$ cat src/rtl/signal_pulse_gen.sv
// signal_pulse_gen: raw pushbutton -> synchroniser -> debouncer -> one-clock step pulses.
// Optional auto-repeat while the button stays held is compiled in when the macro
// SIGNAL_AUTO_REPEAT_EN is defined; otherwise each accepted press gives exactly one pulse.
module signal_pulse_gen #(
    parameter int unsigned SYNC_STAGES     = 2,
    parameter int unsigned DEBOUNCE_CYCLES = 120000,
    parameter int unsigned REPEAT_DELAY    = 6000000,
    parameter int unsigned REPEAT_PERIOD   = 2400000,
    parameter bit          BTN_ACTIVE_LOW  = 1'b1
) (
    input  logic       clk,
    input  logic       reset,
    input  logic       btn_raw,
    output logic       signal,
    output logic       btn_level,
    output logic [2:0] pulse_count
);

    // One shared counter, sized for the longest interval it ever has to reach.
    localparam int unsigned MaxDbRd   = (DEBOUNCE_CYCLES > REPEAT_DELAY) ? DEBOUNCE_CYCLES
                                                                          : REPEAT_DELAY;
    localparam int unsigned MaxCycles = (MaxDbRd > REPEAT_PERIOD) ? MaxDbRd : REPEAT_PERIOD;
    localparam int unsigned CntW      = $clog2(MaxCycles) + 1;

    localparam logic [CntW-1:0] DbLast = CntW'(DEBOUNCE_CYCLES - 1);
`ifdef SIGNAL_AUTO_REPEAT_EN
    localparam logic [CntW-1:0] RpDelayLast  = CntW'(REPEAT_DELAY - 1);
    localparam logic [CntW-1:0] RpPeriodLast = CntW'(REPEAT_PERIOD - 1);
`endif

    // Raw (un-normalised) idle level of the pin, loaded into the synchroniser on reset.
    localparam logic [SYNC_STAGES-1:0] SyncIdle = {SYNC_STAGES{BTN_ACTIVE_LOW}};

    typedef enum logic [2:0] {
        StIdle      = 3'd0,
        StPressDb   = 3'd1,
        StHeld      = 3'd2,
        StReleaseDb = 3'd3
`ifdef SIGNAL_AUTO_REPEAT_EN
        ,
        StRepeat    = 3'd4
`endif
    } state_e;

    logic [SYNC_STAGES-1:0] sync_q, sync_d;
    state_e                 state_q, state_d;
    logic [CntW-1:0]        cnt_q, cnt_d;
    logic                   signal_q, signal_d;
    logic                   level_q, level_d;
    logic [2:0]             pulse_cnt_q, pulse_cnt_d;
    logic                   pressed_s;

    // Shift the raw pin through the metastability chain.
    always_comb begin
        sync_d = {sync_q[SYNC_STAGES-2:0], btn_raw};
    end

    assign pressed_s = sync_q[SYNC_STAGES-1] ^ BTN_ACTIVE_LOW;

    // Debounce / repeat FSM, counter and pulse bookkeeping.
    always_comb begin
        state_d     = state_q;
        cnt_d       = cnt_q + CntW'(1);
        signal_d    = 1'b0;
        level_d     = level_q;
        pulse_cnt_d = pulse_cnt_q + {2'b00, signal_q};

        unique case (state_q)
            StIdle: begin
                cnt_d = '0;
                if (pressed_s) begin
                    state_d = StPressDb;
                end
            end
            StPressDb: begin
                // Release is checked first so a bounce on the final cycle still loses.
                if (!pressed_s) begin
                    state_d = StIdle;
                end else if (cnt_q == DbLast) begin
                    state_d  = StHeld;
                    level_d  = 1'b1;
                    signal_d = 1'b1;
                end
            end
            StHeld: begin
                if (!pressed_s) begin
                    state_d = StReleaseDb;
`ifdef SIGNAL_AUTO_REPEAT_EN
                end else if (cnt_q == RpDelayLast) begin
                    state_d  = StRepeat;
                    signal_d = 1'b1;
                end
`else
                end else begin
                    cnt_d = '0;
                end
`endif
            end
`ifdef SIGNAL_AUTO_REPEAT_EN
            StRepeat: begin
                if (!pressed_s) begin
                    state_d = StReleaseDb;
                end else if (cnt_q == RpPeriodLast) begin
                    signal_d = 1'b1;
                    cnt_d    = '0;
                end
            end
`endif
            StReleaseDb: begin
                if (pressed_s) begin
                    state_d = StHeld;
                end else if (cnt_q == DbLast) begin
                    state_d = StIdle;
                    level_d = 1'b0;
                end
            end
            default: begin
                state_d = StIdle;
                cnt_d   = '0;
            end
        endcase

        if (state_d != state_q) begin
            cnt_d = '0;
        end
    end

    // State registers, all cleared asynchronously.
    always_ff @(posedge clk or posedge reset) begin
        if (reset) begin
            sync_q      <= SyncIdle;
            state_q     <= StIdle;
            cnt_q       <= '0;
            signal_q    <= 1'b0;
            level_q     <= 1'b0;
            pulse_cnt_q <= 3'd0;
        end else begin
            sync_q      <= sync_d;
            state_q     <= state_d;
            cnt_q       <= cnt_d;
            signal_q    <= signal_d;
            level_q     <= level_d;
            pulse_cnt_q <= pulse_cnt_d;
        end
    end

    assign signal      = signal_q;
    assign btn_level   = level_q;
    assign pulse_count = pulse_cnt_q;

endmodule

$ cat config.mk
export PLATFORM = sky130hd
export DESIGN_NAME = signal_pulse_gen
export DESIGN_NICKNAME = d
export VERILOG_FILES = /design/src/rtl/signal_pulse_gen.sv
export SDC_FILE = /design/constraint.sdc
export NUM_CORES = 1
export LEC_CHECK = 0
export CORE_MARGIN = 2
export CORE_UTILIZATION = 35
export CTS_BUF_LIST = sky130_fd_sc_hd__clkbuf_8 sky130_fd_sc_hd__clkbuf_16
export DETAILED_ROUTE_END_ITERATION = 16
export GPL_TIMING_DRIVEN = 0
export PLACE_DENSITY_LB_ADDON = 0.05
export SYNTH_ARGS = -nofsm -noshare
export SYNTH_HDL_FRONTEND = slang
export SYNTH_SLANG_ARGS = --single-unit
$ cat constraint.sdc
create_clock -name clk -period 5.1 [get_ports clk]
set_input_delay 1.02 -clock clk [delete_from_list [all_inputs] [get_ports clk]]
set_output_delay 1.02 -clock clk [all_outputs]
set_load 0.02 [all_outputs]
==> results of run 1 <==
## power by group through the flow
stage                     sequential [mW]  combinational [mW]  clock (mW)
after global placement              0.279              0.0120           0
after detailed placement            0.278              0.0123           0
final                               0.273              0.0116       0.250
after CTS                           0.273              0.0122       0.260
after global routing                0.274              0.0135       0.273
after floorplan                     0.278             0.00779           0
## cell type report
cell class | count | area (um^2)
Clock buffer | 6 | 82.6
Fill cell | 462 | 2750
Timing Repair Buffer | 7 | 70.1
Multi-Input combinational cell | 110 | 753
Inverter | 2 | 7.51
Clock inverter | 2 | 33.8
Tap cell | 54 | 67.6
Buffer | 5 | 45.0
Sequential cell | 34 | 853
## sequential cells by signal, summed over array words and instances, names as in the netlist
register,count
btn_level,1
cnt_q,24
pulse_count,3
signal,1
state_q,3
sync_q,2
## worst paths after layout
| path | start | endpoint | slack [ps] | depth (start not counted) |
|---|---|---|---|---|
| setup reg to reg | cnt_q[19] | cnt_q[22] | 3100 | 5 |
| setup / recovery | btn_level | btn_level | 2830 | 1 |
| hold / removal | sync_q[0] | sync_q[1] | 360 | 0 |
| min in group asynchronous | reset | pulse_count[2] | 1170 | 2 |
| hold reg to reg | sync_q[0] | sync_q[1] | 360 | 0 |
| max in group asynchronous | reset | cnt_q[21] | 3460 | 2 |
## per-stage QoR
step / hold WS, ps / util (%) / area, um^2
floorplan: 345 / - / 1660
global placement: 347 / 38.6 / 1800
detailed placement: 347 / 38.6 / 1800
CTS: 357 / 41.0 / 1910
global route: 369 / 41.0 / 1910
finish: 357 / 41.0 / 1910
## kinds of logic after synthesis
group                    Yosys count  share of synthesized area, %
AND/OR/NAND/NOR                   66                          25.0
flip-flops                        34                          51.4
AO/OA/AOI/OAI                     27                          11.1
XOR/XNOR                          13                          6.86
buffers and inverters              7                          3.17
adder cells (fa/ha/maj)            3                          2.26
other                              1                         0.226
## routing by layer
layer	GRT usage, %	vias to the layer above
li1	-	583
met1	20.6	606
met2	21.9	17
met5	0	-
met4	5.56	0
met3	3.73	7
## worst reg2reg max path, cell delays in order (launching register included)
cell and delay (ps):
dfrtp_1 440, nor4_2 380, nand4_2 260, o311ai_4 470, buf_4 260, a21oi_1 60
## cells in the final DEF (no fill, tap or decap), drive strengths merged, types with 4 or more instances in the layout
master / n
or4: 5
a21oi: 12
buf: 5
clkdlybuf4s50: 7
nand2: 8
nand3: 9
nor2: 13
nand4: 7
or3: 4
o31ai: 6
o21ai: 5
and4: 5
clkbuf: 6
xor2: 12
dfrtp: 32
==> flow_summary.ini, run 1 <==
[floorplan]
die_y_um = 72.9
die_area_mm2 = 0.00531
die_x_um = 72.9
start_util_pct = 35.6
num_rows = 25
core_mm2 = 0.00466
ios = 8

[synthesis]
synth_fp_nets = 157
ys_seq_elements = 34
synth.area.top_cells = dfrtp_1, xor2_1, a21oi_1, dfstp_2, nor2_1
async_flop_share_pct = 100
syn_inst = 151
yosysSeqAreaShare_pct = 51.4
ys_top_cells_by_count = dfrtp_1, nor2_1, a21oi_1, xor2_1, nand3_1
yosysTopAreaCellShare_pct = 48.3
synth_area_mm2 = 0.00166
syn_avg_cell_area_um2 = 11.0
synth_top_flop_cell = dfrtp_1
synth_cell_types = 37
yosys.area.top_type = dfrtp_1
yosys_warnings = 0
yosysMostFrequentCell = dfrtp_1
synth-edff-count = 0

[timing]
clock_skew_ps = 6.44
setup_violations = 0
fmax_ghz = 0.440
worstMarginPinSlew_ps = 713
slew_violations = 0
layout_setup_ws_ps = 2830
timing.final.crit_share_pct = 44.5
tns_ps = 0
rsz0062_at_grt = false
min_period_ps = 2270
slew_headroom_pct = 52.4
finalHoldViolCount = 0

[pwr]
p_leak_nw = 0.788
finalPower_mw = 0.535
intPower_mw = 0.433
switching_share_pct = 19.2
switchingPower_mw = 0.103
p_per_area_mw_per_mm2 = 280
p_seq_share_pct = 51.1
pwr-share-comb_pct = 2.2
vdd_drop_max_v = 0.000137
clkPwrFrac_pct = 46.8

[cts]
clock-root-buffer = clkbuf_8
htree_levels = 2
clkLatencyLatePin_ps = 280
clock-sinks = 34
cts_buffers = 5
cts_resized = 0
clk_pin_slew_ps = 70
postCtsSetupBuffers = 0
clk_path_buf_depth = 2
cts_tree = yes
ctsHoldBuffers = 0

[run_status]
status = finished clean

[drt]
avgRoutedWirePerCell_um = 15.1
wl_met1_mm = 1.66
route.met3.wl_um = 112
top_layer = met4
detail-route-antenna-nets = 0
num_vias = 1213
vias_per_cell = 5.51
drt_wl_total_mm = 3.32
route.detailed.drc = 0
wl_met2_mm = 1.48
drt_iter0_drc = 38
dr.pass1.iters = 4

[cells_and_area]
syn2layout_area_growth_pct = 15.3
num-nets-final = 171
n_antenna_cell = 0
layout.cells.non_filler = 220
drive_above_1_share_pct = 15.7

[critical_path]
worstPathRequired_ps = 4080
critPathKind = flip-flop to output pin
cp.arrival_ps = 1250
worst_path_max_delay_cell = clkdlybuf4s50_1
path_max_fanout = 3
path_cells = clkdlybuf4s50_1
cp_slowest_stage_delay_ps = 610
critPathLaunchType = flip-flop
path_buf_inv = 1
crit_path_end_kind = output pin
crit_family = buffers and inverters

[placement]
dp_cells = 212
routabilityCongestion = 0.782
post-place-ws_ps = 2450
dp.final_hpwl_mm = 2.31
io_buffers = 7

[job]
maxCapViolCount = 0

[grt]
grt_start_max_net_pins = 35
gr-total-overflow = 0
grtUsageTotal_pct = 14.7
grt_pass1_wl_mm = 5.84
grt_pass1_vias = 1153
antenna_found_initial = 0

[worst_hold_path]
min_path_type = flip-flop to flip-flop
No activity file was read; power rests on OpenSTA's default activity.
==> run 2, diff against run 1 <==
==> constraint.sdc (replaced) <==
create_clock -name clk -period 2.3 [get_ports clk]
set_input_delay 0.46 -clock clk [delete_from_list [all_inputs] [get_ports clk]]
set_output_delay 0.46 -clock clk [all_outputs]
set_load 0.02 [all_outputs]
==> results of run 2 <==
Same layout as run 1 (identical final DEF). Status: finished clean.
Among the figures that moved: setup slack after placement 2450 ps -> 214 ps; setup slack after layout 2830 ps -> 304 ps; start point of the critical path btn_level -> cnt_q[19]; end point of the critical path btn_level -> cnt_q[22]; register-to-register setup slack 3100 ps -> 300 ps; total power 0.535 mW -> 1.19 mW; worst IR drop on VDD 0.000137 V -> 0.000303 V
